--- src/rtl/mul_div_if.sv ---
// Bundles the request/response signals of the multiply/divide unit.
//
// Signals:
//   start, op, opA, opB, rd : request side, driven by CPU control / register file reads
//   busy, done, dbz         : status back to CPU control
//   wbEn, wbAdr, wbData     : register file write port
//
// Modports:
//   master : requester (drives the request, observes status and write-back)
//   slave  : the mul_div_unit itself
interface mul_div_if #(
    parameter int WIDTH  = 8,
    parameter int ADDR_W = 4
);
    logic              start;
    logic              op;
    logic [WIDTH-1:0]  opA;
    logic [WIDTH-1:0]  opB;
    logic [ADDR_W-1:0] rd;
    logic              busy;
    logic              done;
    logic              dbz;
    logic              wbEn;
    logic [ADDR_W-1:0] wbAdr;
    logic [WIDTH-1:0]  wbData;

    modport master (
        output start, op, opA, opB, rd,
        input  busy, done, dbz, wbEn, wbAdr, wbData
    );

    modport slave (
        input  start, op, opA, opB, rd,
        output busy, done, dbz, wbEn, wbAdr, wbData
    );
endinterface

--- src/rtl/mul_div_unit.sv ---
// Multi-cycle unsigned WIDTH x WIDTH multiply / WIDTH / WIDTH divide unit.
// Operands are latched on acceptance, one iteration runs per clock in CALC,
// then the result is written back as two register file writes:
// low/quotient to rd, high/remainder to rd+1 (address wraps).
//
// Ports:
//   clk      : clock, rising edge
//   rst      : asynchronous reset, active-high
//   mdu_s    : mul_div_if slave modport
//     start/op/opA/opB/rd in; busy/done/dbz/wbEn/wbAdr/wbData out
module mul_div_unit #(
    parameter int WIDTH  = 8,
    parameter int ADDR_W = 4
) (
    input  logic     clk,
    input  logic     rst,
    mul_div_if.slave mdu_s
);

    localparam int CNT_W = (WIDTH > 1) ? $clog2(WIDTH) : 1;
    localparam logic [CNT_W-1:0]  CNT_INIT = CNT_W'(WIDTH - 1);
    localparam logic [CNT_W-1:0]  CNT_ONE  = CNT_W'(1);
    localparam logic [ADDR_W-1:0] ADR_ONE  = ADDR_W'(1);

    typedef enum logic [1:0] {
        IDLE  = 2'd0,
        CALC  = 2'd1,
        WB_LO = 2'd2,
        WB_HI = 2'd3
    } state_t;

    state_t              state_q, state_d;
    logic [CNT_W-1:0]    cnt_q, cnt_d;
    logic [2*WIDTH-1:0]  acc_q, acc_d;   // {hi, lo}: product, or {remainder, quotient}
    logic [WIDTH-1:0]    a_q, a_d;
    logic [WIDTH-1:0]    b_q, b_d;
    logic                op_q, op_d;
    logic [ADDR_W-1:0]   rd_q, rd_d;
    logic                dbz_q, dbz_d;

    // Shift-add multiply step, multiplier consumed MSB first.
    function automatic logic [2*WIDTH-1:0] mul_step(
        input logic [2*WIDTH-1:0] acc,
        input logic [WIDTH-1:0]   a,
        input logic               b_bit
    );
        logic [2*WIDTH-1:0] addend;
        addend = b_bit ? {{WIDTH{1'b0}}, a} : '0;
        return {acc[2*WIDTH-2:0], 1'b0} + addend;
    endfunction

    // Restoring divide step: shift the next dividend bit into the partial
    // remainder, subtract the divisor when it fits. With a zero divisor every
    // step "fits", so the quotient saturates to all ones and the remainder
    // collects the whole dividend -- exactly the divide-by-zero result.
    function automatic logic [2*WIDTH-1:0] div_step(
        input logic [2*WIDTH-1:0] acc,
        input logic               a_bit,
        input logic [WIDTH-1:0]   b
    );
        logic [WIDTH:0] trial;
        logic           q_bit;
        trial = {acc[2*WIDTH-1:WIDTH], a_bit};
        if (trial >= {1'b0, b}) begin
            trial = trial - {1'b0, b};
            q_bit = 1'b1;
        end else begin
            q_bit = 1'b0;
        end
        return {trial[WIDTH-1:0], acc[WIDTH-2:0], q_bit};
    endfunction

    always_ff @(posedge clk or posedge rst) begin
        if (rst) begin
            state_q <= IDLE;
            cnt_q   <= '0;
            acc_q   <= '0;
            a_q     <= '0;
            b_q     <= '0;
            op_q    <= 1'b0;
            rd_q    <= '0;
            dbz_q   <= 1'b0;
        end else begin
            state_q <= state_d;
            cnt_q   <= cnt_d;
            acc_q   <= acc_d;
            a_q     <= a_d;
            b_q     <= b_d;
            op_q    <= op_d;
            rd_q    <= rd_d;
            dbz_q   <= dbz_d;
        end
    end

    always_comb begin
        state_d = state_q;
        cnt_d   = cnt_q;
        acc_d   = acc_q;
        a_d     = a_q;
        b_d     = b_q;
        op_d    = op_q;
        rd_d    = rd_q;
        dbz_d   = dbz_q;

        unique case (state_q)
            IDLE: begin
                if (mdu_s.start) begin
                    a_d     = mdu_s.opA;
                    b_d     = mdu_s.opB;
                    op_d    = mdu_s.op;
                    rd_d    = mdu_s.rd;
                    dbz_d   = mdu_s.op && (mdu_s.opB == '0);
                    acc_d   = '0;
                    cnt_d   = CNT_INIT;
                    state_d = CALC;
                end
            end
            CALC: begin
                acc_d = op_q ? div_step(acc_q, a_q[cnt_q], b_q)
                             : mul_step(acc_q, a_q, b_q[cnt_q]);
                if (cnt_q == '0) begin
                    state_d = WB_LO;
                end else begin
                    cnt_d = cnt_q - CNT_ONE;
                end
            end
            WB_LO: state_d = WB_HI;
            WB_HI: state_d = IDLE;
            default: state_d = IDLE;
        endcase
    end

    // Outputs decode the state register only; nothing combinational from inputs.
    always_comb begin
        mdu_s.busy   = (state_q != IDLE);
        mdu_s.done   = 1'b0;
        mdu_s.dbz    = dbz_q;
        mdu_s.wbEn   = 1'b0;
        mdu_s.wbAdr  = '0;
        mdu_s.wbData = '0;
        if (state_q == WB_LO) begin
            mdu_s.wbEn   = 1'b1;
            mdu_s.wbAdr  = rd_q;
            mdu_s.wbData = acc_q[WIDTH-1:0];
        end else if (state_q == WB_HI) begin
            mdu_s.wbEn   = 1'b1;
            mdu_s.wbAdr  = rd_q + ADR_ONE;
            mdu_s.wbData = acc_q[2*WIDTH-1:WIDTH];
            mdu_s.done   = 1'b1;
        end
    end

endmodule

--- src/flat_wrapper.sv ---
// flat-port wrapper written by rule: the top's interface ports become plain ports
module mul_div_unit_flat 
#(
    parameter int WIDTH  = 8,
    parameter int ADDR_W = 4
)
  (clk, rst, mdu_s_start, mdu_s_op, mdu_s_opA, mdu_s_opB, mdu_s_rd, mdu_s_busy, mdu_s_done, mdu_s_dbz, mdu_s_wbEn, mdu_s_wbAdr, mdu_s_wbData);
  mul_div_if #(.WIDTH(WIDTH), .ADDR_W(ADDR_W)) mdu_s_i ();
  input  logic clk;
  input  logic rst;
  input wire logic [$bits(mdu_s_i.start)-1:0] mdu_s_start;
  input wire logic [$bits(mdu_s_i.op)-1:0] mdu_s_op;
  input wire logic [$bits(mdu_s_i.opA)-1:0] mdu_s_opA;
  input wire logic [$bits(mdu_s_i.opB)-1:0] mdu_s_opB;
  input wire logic [$bits(mdu_s_i.rd)-1:0] mdu_s_rd;
  output wire logic [$bits(mdu_s_i.busy)-1:0] mdu_s_busy;
  output wire logic [$bits(mdu_s_i.done)-1:0] mdu_s_done;
  output wire logic [$bits(mdu_s_i.dbz)-1:0] mdu_s_dbz;
  output wire logic [$bits(mdu_s_i.wbEn)-1:0] mdu_s_wbEn;
  output wire logic [$bits(mdu_s_i.wbAdr)-1:0] mdu_s_wbAdr;
  output wire logic [$bits(mdu_s_i.wbData)-1:0] mdu_s_wbData;
  assign mdu_s_i.start = mdu_s_start;
  assign mdu_s_i.op = mdu_s_op;
  assign mdu_s_i.opA = mdu_s_opA;
  assign mdu_s_i.opB = mdu_s_opB;
  assign mdu_s_i.rd = mdu_s_rd;
  assign mdu_s_busy = mdu_s_i.busy;
  assign mdu_s_done = mdu_s_i.done;
  assign mdu_s_dbz = mdu_s_i.dbz;
  assign mdu_s_wbEn = mdu_s_i.wbEn;
  assign mdu_s_wbAdr = mdu_s_i.wbAdr;
  assign mdu_s_wbData = mdu_s_i.wbData;
  mul_div_unit #(.WIDTH(WIDTH), .ADDR_W(ADDR_W)) u_core (.clk(clk), .rst(rst), .mdu_s(mdu_s_i));
endmodule
--- config.mk ---
export PLATFORM = sky130hd
export DESIGN_NAME = mul_div_unit_flat
export DESIGN_NICKNAME = d
export VERILOG_FILES = /design/src/rtl/mul_div_if.sv /design/src/rtl/mul_div_unit.sv /design/src/flat_wrapper.sv
export SDC_FILE = /design/constraint.sdc
export NUM_CORES = 1
export LEC_CHECK = 0
export BUFFER_PORTS_ARGS = -buffer_cell sky130_fd_sc_hd__buf_2
export CORE_UTILIZATION = 40
export DETAILED_ROUTE_END_ITERATION = 8
export HOLD_SLACK_MARGIN = 0.06
export PLACE_DENSITY_LB_ADDON = 0.1
export RECOVER_POWER = 100
export SETUP_SLACK_MARGIN = 0.5
export SLEW_MARGIN = 40
export SYNTH_ARGS = -nofsm -noshare
export SYNTH_HDL_FRONTEND = slang
export SYNTH_SLANG_ARGS = --single-unit
--- constraint.sdc ---
create_clock -name clk -period 3.75 [get_ports clk]
set_input_delay 0.5625 -clock clk [delete_from_list [all_inputs] [get_ports clk]]
set_output_delay 0.5625 -clock clk [all_outputs]
set_load 0.02 [all_outputs]
==> flow_summary_export.csv, run 1 <==
group,metric,value,unit
logic_synthesis,ys_seq_area_frac,0.339,
status,status,"complete, but fails checks",
setup_path,r2r-start,"u_core.cnt_q[0]",
cells_and_area,fin_nets,432,
route,viasPerCell,5.41,
logic_synthesis,syn_inst,340,
logic_synthesis,yosysWarnings,0,
cts,holdBufCountCts,0,
min_path,hold_path_depth,2,
timing,rsz0062_at_grt,"true",
global_route,grt_pass1_wl,13000,um
route,routed_wl,7740,um
min_path,whs_endpoint,"u_core.a_q[5]",
setup_path,criticalPathCategory,"flip-flop to flip-flop",
timing,skew,0.00439,ns
power,leakagePower,1.56,nW
route,first_pass_iters,4,
route,drt_iter0_markers,153,
logic_synthesis,synthFlopType,"dfrtp_1",
cts,clk_latency,0.30,ns
global_route,grt_usage,0.198,
die,num_io_pins,40,
status,violations,"capacitance limit, slew limit",
setup_path,r2r-end,"u_core.acc_q[9]",
cts,clockRootBuffer,"clkbuf_8",
timing,setup_tns,0,ns
route,vias,2627,
die,die_w,91.1,um
global_route,grt_max_degree,44,
setup_path,critical_path.max_fanout,7,
cts,cts_sinks,43,
setup_path,end_kind,"flip-flop",
setup_path,r2r_cells,10,
logic_synthesis,syn_nets,389,
logic_synthesis,syn-cell-area,3170,um^2
logic_synthesis,synth_top_area_share,0.339,
global_route,grt-ovfl-total,0,
route,ant_nets,0,
die,initial_core_util,0.413,
global_route,antenna_found_initial,0,
setup_path,worst-endpoint-arrival,3.46,ns
placed_design,finalWeightedCongestion,0.855,
cells_and_area,utilization,0.461,
cells_and_area,syn_to_final_growth,11.6,%
job,cap_violations,1,
min_path,hp-start,"mdu_s_opA[5]",
logic_synthesis,synth.most_common_cell,"nand2_1",
timing,tightestPinTransition,2.37,ns
logic_synthesis,synth-edff-count,0,
setup_path,cp.required,3.93,ns
cts,cts_tree,"yes",
cts,clock_path_buffers,2,
die,coreArea,7690,um^2
cts,path_clk_slew,0.09,ns
logic_synthesis,synthTopCellsByCount,"47 x nand2_1, 43 x dfrtp_1, 32 x o21ai_0, 23 x ha_1, 23 x mux2_2",
setup_path,r2r_slack,0.46,ns
global_route,grt_pass1_vias,2548,
cells_and_area,finalNonFillerCells,486,
placed_design,dp_cells,473,
power,ir_drop,0.000411,V
route,post-route-drc-count,0,
timing,post-route-min-period,3.29,ns
timing,hold_viol,0,
timing,finalCritPeriodShare,0.876,
timing,slew_viol_final,44,
setup_path,cp-start-kind,"flip-flop",
logic_synthesis,ys_async_sr_fraction,1.00,
placed_design,dp_hpwl,5650,um
die,rows,32,
route,wl_per_cell,15.9,um
placed_design,io_buffers,39,
cells_and_area,final_layout_size_suffix_gt1_frac,0.185,
logic_synthesis,ys_ff_latch,43,
setup_path,crit_path_start,"u_core.cnt_q[0]",
logic_synthesis,ys_types,55,
logic_synthesis,synth_area_per_cell,9.34,um^2
cells_and_area,final.fill_count,781,
logic_synthesis,synth_area_leader_cell,"dfrtp_1",
cells_and_area,antennaDiodeCount,0,
logic_synthesis,synth_area_leaders,"dfrtp_1 34%, ha_1 9.1%, mux2_2 8.2%, nand2_1 5.6%, o21ai_0 5.0%",
min_path,hp-class,"input port to flip-flop",
cts,cts_buffers,5,
die,die_h,91.1,um
die,die-area,8300,um^2
power,power_per_cell_area,923,nW/um^2
timing,max_slew_margin,-0.581,
power,total_power,0.00327,W
timing,fmax,304,MHz
cts,htreeDepth,2,
timing,setup_viol,0,
stage by stage:
step / setup WS [ns] / cell area [um^2] / hold slack (ns)
after floorplan: 0.562 / 3180 / 0.488
after global placement: 0.429 / 3480 / 0.501
after detailed placement: 0.334 / 3480 / 0.489
after CTS: 0.563 / 3590 / 0.415
after global routing: 0.262 / 3540 / 0.467
final: 0.465 / 3540 / 0.488
where the power goes:
| part | total (W) | internal (W) | switching (W) |
|---|---|---|---|
| clock network | 0.000305 | 0.000131 | 0.000174 |
| logic | 0.00201 | 0.000901 | 0.00111 |
| registers | 0.000961 | 0.000670 | 0.000291 |
registers in the layout, summed over array words and instances (netlist names):
name,cells
u_core.rd_q,4
u_core.acc_q,16
u_core.op_q,1
u_core.a_q,8
u_core.cnt_q,3
u_core.state_q,2
u_core.b_q,8
u_core.mdu_s.dbz,1
cells in the final DEF (no fill, tap or decap), drive strengths merged, types with 3 or more instances in the layout:
master   n
clkbuf  28
a31oi    4
nand2   47
and2     3
inv     17
nor2    15
xor2     7
buf     27
nor3     6
a21o     5
dfrtp   43
a221oi   3
a21oi   14
xnor2    6
o21ai   34
mux2    23
a22oi    3
nand2b   4
ha      23
nor2b   10
o31ai    5
mux4     4
nand3    7
mux2i    8
a211oi   5
cell type report:
type,instances,area (um^2),share of cell area
Clock inverter,2,12.5,0.00353
Timing Repair Buffer,49,233,0.0657
Sequential cell,43,1080,0.304
Multi-Input combinational cell,266,1950,0.551
Clock buffer,6,72.6,0.0205
Inverter,18,67.6,0.0191
Tap cell,102,128,0.0360
routing by layer:
layer,up-vias,share of wire,track usage
met4,0,0.0068,0.0437
met3,4,0.029,0.0276
met2,42,0.46,0.323
met5,-,0,0
met1,1259,0.50,0.279
li1,1322,-,-
logic make-up after synthesis:
family,Yosys count,share of synthesized area
compound gates,88,0.187
mux,35,0.135
xor+xnor,13,0.0359
buf+inv,31,0.0394
fa+ha+maj,25,0.103
flops,43,0.339
simple gates,105,0.160
worst max-delay path: stages (launching register included):
cell      delay [ns]
dfrtp_2         0.40
clkbuf_1        0.25
mux4_2          0.53
mux2i_1         0.24
ha_1            0.30
and3b_1         0.17
o31ai_1         0.22
a31oi_1         0.35
and2_4          0.32
a211oi_1        0.29
o31ai_2         0.10
worst max path at each step:
stage	end	slack, ns	depth (start not counted)
floorplan	u_core.acc_q[13]	0.56	12
detailed placement	u_core.acc_q[15]	0.33	12
finish	u_core.acc_q[9]	0.46	10
global placement	u_core.acc_q[15]	0.43	12
global route	u_core.acc_q[9]	0.26	12
CTS	u_core.acc_q[15]	0.56	12
repair_timing:
item | in CTS | in global routing
setup buffers | 2 | 3
setup endpoints to repair | 5 | 5
pin swaps | 0 | 2
resized for setup | 2 | 2
Note: power is estimated with default switching activity, not from simulation.
==> inputs of run 2 (changes only) <==
--- a/config.mk
+++ b/config.mk
@@ -6,7 +6,7 @@
 export NUM_CORES = 1
 export LEC_CHECK = 0
 export BUFFER_PORTS_ARGS = -buffer_cell sky130_fd_sc_hd__buf_2
-export CORE_UTILIZATION = 40
+export CORE_UTILIZATION = 59
 export DETAILED_ROUTE_END_ITERATION = 8
 export HOLD_SLACK_MARGIN = 0.06
 export PLACE_DENSITY_LB_ADDON = 0.1
==> flow_summary_export.csv, run 2 (same netlist as run 1, synthesis figures left out) <==
group,metric,value,unit
die,rows,26,
die,die_w,75.4,um
cts,cts_sinks,43,
die,die-area,5680,um^2
placed_design,io_buffers,39,
cts,clockRootBuffer,"clkbuf_8",
global_route,grt-ovfl-total,0,
min_path,hold_path_depth,2,
global_route,grt_pass1_wl,11700,um
global_route,use_met3,0.0529,
min_path,whs_endpoint,"u_core.a_q[1]",
timing,slew_viol_final,44,
global_route,grt_util_met1,0.383,
timing,tightestPinTransition,2.37,ns
global_route,grt_max_degree,44,
cells_and_area,layout_common_cells,"47 x nand2_1, 43 x dfrtp_1, 33 x o21ai_0",
route,first_pass_iters,4,
route,post-route-drc-count,0,
timing,setup_viol,0,
cells_and_area,utilization,0.685,
route,ant_nets,0,
timing,skew,0.00698,ns
route,routed_wl,7400,um
setup_path,slowest_delay,0.71,ns
cells_and_area,final.fill_count,438,
power,ir_drop,0.000493,V
route,wl_per_cell,16.4,um
setup_path,cp_slowest_cell,"a31oi_1",
job,cap_violations,1,
min_path,hp-class,"input port to flip-flop",
timing,hold_viol,0,
cts,cts_tree,"yes",
route,viasPerCell,5.99,
power,leakagePower,1.56,nW
cells_and_area,layout_commonest_cell,"nand2_1",
global_route,grt_pass1_vias,2445,
cells_and_area,fin_nets,428,
cells_and_area,syn_to_final_growth,10.8,%
global_route,antenna_found_initial,0,
setup_path,r2r_cells,10,
timing,fmax,311,MHz
route,vias,2695,
setup_path,worst-endpoint-arrival,3.40,ns
setup_path,cp-start-kind,"flip-flop",
setup_path,r2r-start,"u_core.cnt_q[0]",
setup_path,criticalPathCategory,"flip-flop to flip-flop",
cts,htreeDepth,2,
cts,path_clk_slew,0.09,ns
cells_and_area,final_layout_size_suffix_gt1_frac,0.192,
setup_path,critical_path.max_fanout,7,
global_route,met2_usage,0.450,
status,status,"complete, but fails checks",
cells_and_area,largest_reg_flops,16,
power,power_per_cell_area,927,nW/um^2
setup_path,cp.required,3.93,ns
route,drt_iter0_markers,152,
setup_path,path_cells,"clkbuf_1 -> mux4_2 -> mux2i_1 -> ha_1 -> and3b_1 -> o31ai_1 -> a31oi_1 -> mux2i_1 -> nor2_1 -> a221o_1",
cells_and_area,antennaDiodeCount,0,
placed_design,finalWeightedCongestion,0.848,
min_path,hp-start,"mdu_s_opA[1]",
die,initial_core_util,0.618,
timing,finalCritPeriodShare,0.857,
setup_path,r2r-end,"u_core.acc_q[12]",
cts,holdBufCountCts,0,
die,die_h,75.4,um
setup_path,crit_top_cell,"mux2i_1",
timing,post-route-min-period,3.22,ns
cts,clk_latency,0.30,ns
timing,max_slew_margin,-0.577,
status,violations,"capacitance limit, slew limit",
placed_design,dp_hpwl,5390,um
timing,rsz0062_at_grt,"true",
global_route,top_usage_layer,"met2",
cts,cts_buffers,5,
die,num_io_pins,40,
die,coreArea,5140,um^2
setup_path,r2r_slack,0.53,ns
global_route,grt_usage,0.276,
timing,setup_tns,0,ns
cts,clock_path_buffers,2,
cells_and_area,top_register,"u_core.acc_q",
setup_path,end_kind,"flip-flop",
cells_and_area,reg_top3,"u_core.acc_q: 16 flops, u_core.a_q: 8 flops, u_core.b_q: 8 flops",
==> run 2: repair_timing <==
action | in CTS | in global routing
setup endpoints to repair | 5 | 6
resized for setup | 2 | 7
pin swaps | 0 | 1
setup buffers | 0 | 3
==> run 2: through the flow <==
stage	total power (W)	setup WS [ns]	hold WS (ns)	instances	area [um^2]
after floorplan	0.00248	0.562	0.488	340	3180
after global placement	0.00290	0.389	0.484	439	3430
after detailed placement	0.00296	0.279	0.509	439	3430
after CTS	0.00329	0.524	0.406	447	3530
after global routing	0.00354	0.252	0.481	450	3520
final	0.00326	0.535	0.492	450	3520
==> run 2: worst max-delay path by stage <==
| stage | from | to | cells past startpoint |
|---|---|---|---|
| global route | u_core.cnt_q[0] | u_core.acc_q[12] | 10 |
| global placement | u_core.cnt_q[0] | u_core.acc_q[13] | 11 |
| detailed placement | u_core.cnt_q[0] | u_core.acc_q[13] | 11 |
| finish | u_core.cnt_q[0] | u_core.acc_q[12] | 10 |
| floorplan | u_core.cnt_q[0] | u_core.acc_q[13] | 12 |
| CTS | u_core.cnt_q[0] | u_core.acc_q[13] | 11 |
==> run 2: routing by layer <==
layer	up-vias	wire length [um]
met5	-	0
met4	0	99
met1	1306	3260
met2	79	3620
li1	1300	-
met3	10	420
==> run 2: report_power, final <==
group          switching, W  total [W]  leakage, nW  internal [W]
Combinational       0.00111    0.00198        0.973      0.000875
Clock              0.000169   0.000320       0.0474      0.000151
Sequential         0.000289   0.000957        0.535      0.000669
Total               0.00157    0.00326         1.56       0.00169
==> run 2: final cells by class <==
type	instances	area (um^2)	share of cell area
clock buffers	6	82.6	0.0235
clock inverters	2	16.3	0.00462
inverters	18	67.6	0.0192
multi-input cells	266	1980	0.562
flip-flops and latches	43	1080	0.306
well taps	70	87.6	0.0249
repair buffers	45	210	0.0597
==> run 2: worst max-delay path: cells and delay by family (launching register included) <==
kind,cells,cell delay [ns]
DFF,1,0.49
muxes,3,0.99
buffers and inverters,1,0.18
and+or+nand+nor,2,0.22
adders and majority gates,1,0.17
AOI/OAI and AO/OA,3,1.04
==> inputs of run 3 (changes only) <==
--- a/config.mk
+++ b/config.mk
@@ -6,8 +6,11 @@
 export NUM_CORES = 1
 export LEC_CHECK = 0
 export BUFFER_PORTS_ARGS = -buffer_cell sky130_fd_sc_hd__buf_2
-export CORE_UTILIZATION = 59
+export CELL_PAD_IN_SITES_DETAIL_PLACEMENT = 1
+export CELL_PAD_IN_SITES_GLOBAL_PLACEMENT = 1
+export CORE_UTILIZATION = 45
 export DETAILED_ROUTE_END_ITERATION = 8
+export GPL_ROUTABILITY_DRIVEN = 0
 export HOLD_SLACK_MARGIN = 0.06
 export PLACE_DENSITY_LB_ADDON = 0.1
 export RECOVER_POWER = 100
==> flow_summary_export.csv, run 3 (same netlist as run 1, synthesis figures left out) <==
group,metric,value,unit
timing,fmax,305,MHz
min_path,hp-class,"input port to flip-flop",
timing,hold_slack,0.478,ns
cts,clk_latency,0.31,ns
cells_and_area,fin_nets,427,
timing,max_slew_margin,-0.613,
cells_and_area,largest_reg_flops,16,
setup_path,r2r_slack,0.47,ns
cts,clockRootBuffer,"clkbuf_8",
power,total_power,0.00340,W
setup_path,cp-start-kind,"flip-flop",
timing,post-route-min-period,3.28,ns
power,leakagePower,1.55,nW
power,ir_drop,0.000623,V
status,status,"complete, but fails checks",
setup_path,critical_path.max_fanout,7,
timing,hold_viol,0,
route,post-route-drc-count,0,
die,die-area,7390,um^2
route,viasPerCell,5.76,
timing,tightestPinTransition,2.42,ns
die,coreArea,6790,um^2
placed_design,dp_hpwl,6250,um
route,routed_wl,8480,um
die,rows,30,
cells_and_area,layout_common_cells,"47 x nand2_1, 41 x dfrtp_1, 33 x o21ai_0",
cells_and_area,final_layout_size_suffix_gt1_frac,0.196,
cts,cts_tree,"yes",
cells_and_area,layout_commonest_cell,"nand2_1",
timing,rsz0062_at_grt,"false",
global_route,grt_pass1_vias,2855,
cells_and_area,finalNonFillerCells,474,
timing,slew_viol_final,44,
timing,finalCritPeriodShare,0.875,
global_route,grt_max_degree,44,
placed_design,dp_cells,465,
global_route,antenna_found_initial,0,
timing,skew,0.00563,ns
route,first_pass_iters,4,
route,wl_per_cell,17.9,um
setup_path,criticalPathCategory,"flip-flop to flip-flop",
cells_and_area,top_register,"u_core.acc_q",
route,drt_iter0_markers,107,
cts,clock_path_buffers,2,
route,vias,2728,
setup_path,end_kind,"flip-flop",
timing,setup_tns,0,ns
job,cap_violations,1,
die,die_h,86.0,um
cells_and_area,syn_to_final_growth,12.4,%
die,die_w,86.0,um
setup_path,cp.required,3.93,ns
route,ant_nets,0,
global_route,grt-ovfl-total,0,
setup_path,worst-endpoint-arrival,3.46,ns
cts,cts_buffers,5,
die,initial_core_util,0.467,
timing,setup_viol,0,
global_route,grt_usage,0.245,
die,num_io_pins,40,
cts,htreeDepth,2,
cells_and_area,final.fill_count,813,
cts,path_clk_slew,0.09,ns
global_route,grt_pass1_wl,14100,um
cells_and_area,antennaDiodeCount,0,
placed_design,io_buffers,39,
power,power_per_cell_area,952,nW/um^2
cells_and_area,reg_top3,"u_core.acc_q: 16 flops, u_core.a_q: 8 flops, u_core.b_q: 8 flops",
status,violations,"capacitance limit, slew limit",
cts,cts_sinks,43,
run 3: final timing paths:
kind	from	to	depth (start not counted)
worst max-delay path	u_core.cnt_q[0]	u_core.acc_q[13]	11
worst min-delay path	mdu_s_opA[2]	u_core.a_q[2]	2
worst max register to register	u_core.cnt_q[0]	u_core.acc_q[13]	11
worst min register to register	u_core.mdu_s.dbz	u_core.mdu_s.dbz	1
max in group asynchronous	rst	u_core.op_q	3
min in group asynchronous	rst	u_core.a_q[7]	3
run 3: per-stage QoR:
stage / utilization / worst slack [ns] / cell area (um^2)
6_report: 0.525 / 0.470 / 3570
5_1_grt: 0.525 / 0.261 / 3570
4_1_cts: 0.529 / 0.530 / 3590
3_5_place_dp: 0.509 / 0.228 / 3460
3_3_place_gp: 0.509 / 0.340 / 3460
2_1_floorplan: - / 0.562 / 3180
run 3: critical path, stage by stage, from the launching register on:
cell	delay, ns
dfrtp_2	0.41
mux4_2	0.49
mux2i_1	0.28
buf_4	0.21
nor2b_1	0.08
fa_1	0.46
a211oi_1	0.29
o21ai_2	0.15
a21oi_4	0.27
nor3_1	0.10
a221oi_1	0.28
o21ai_0	0.13
run 3: routing by layer:
| metal | vias to the layer above | GRT usage | routed length, um |
|---|---|---|---|
| li1 | 1297 | - | - |
| met4 | 0 | 0.0515 | 99 |
| met5 | - | 0 | 0 |
| met2 | 49 | 0.442 | 4320 |
| met1 | 1373 | 0.310 | 3790 |
| met3 | 9 | 0.0375 | 268 |
run 3: power by group:
part	internal [W]	switching [W]	total (W)
Sequential	0.000671	0.000294	0.000965
Clock	0.000195	0.000178	0.000373
Combinational	0.000887	0.00117	0.00206
run 3: layout make-up:
type,instances,area (um^2),area share
Timing Repair Buffer,44,203,0.0568
Clock buffer,5,68.8,0.0193
Clock inverter,2,37.5,0.0105
Sequential cell,43,1080,0.302
Multi-Input combinational cell,266,1990,0.558
Inverter,18,67.6,0.0189
Tap cell,96,120,0.0337
run 3: repair_timing:
item | in CTS | in global routing
cloned | 0 | 0
endpoints found under the setup margin | 6 | 6
pin swaps | 1 | 3
buffers inserted | 2 | 0
hold buffers | 0 | 0
gates resized for setup | 3 | 7
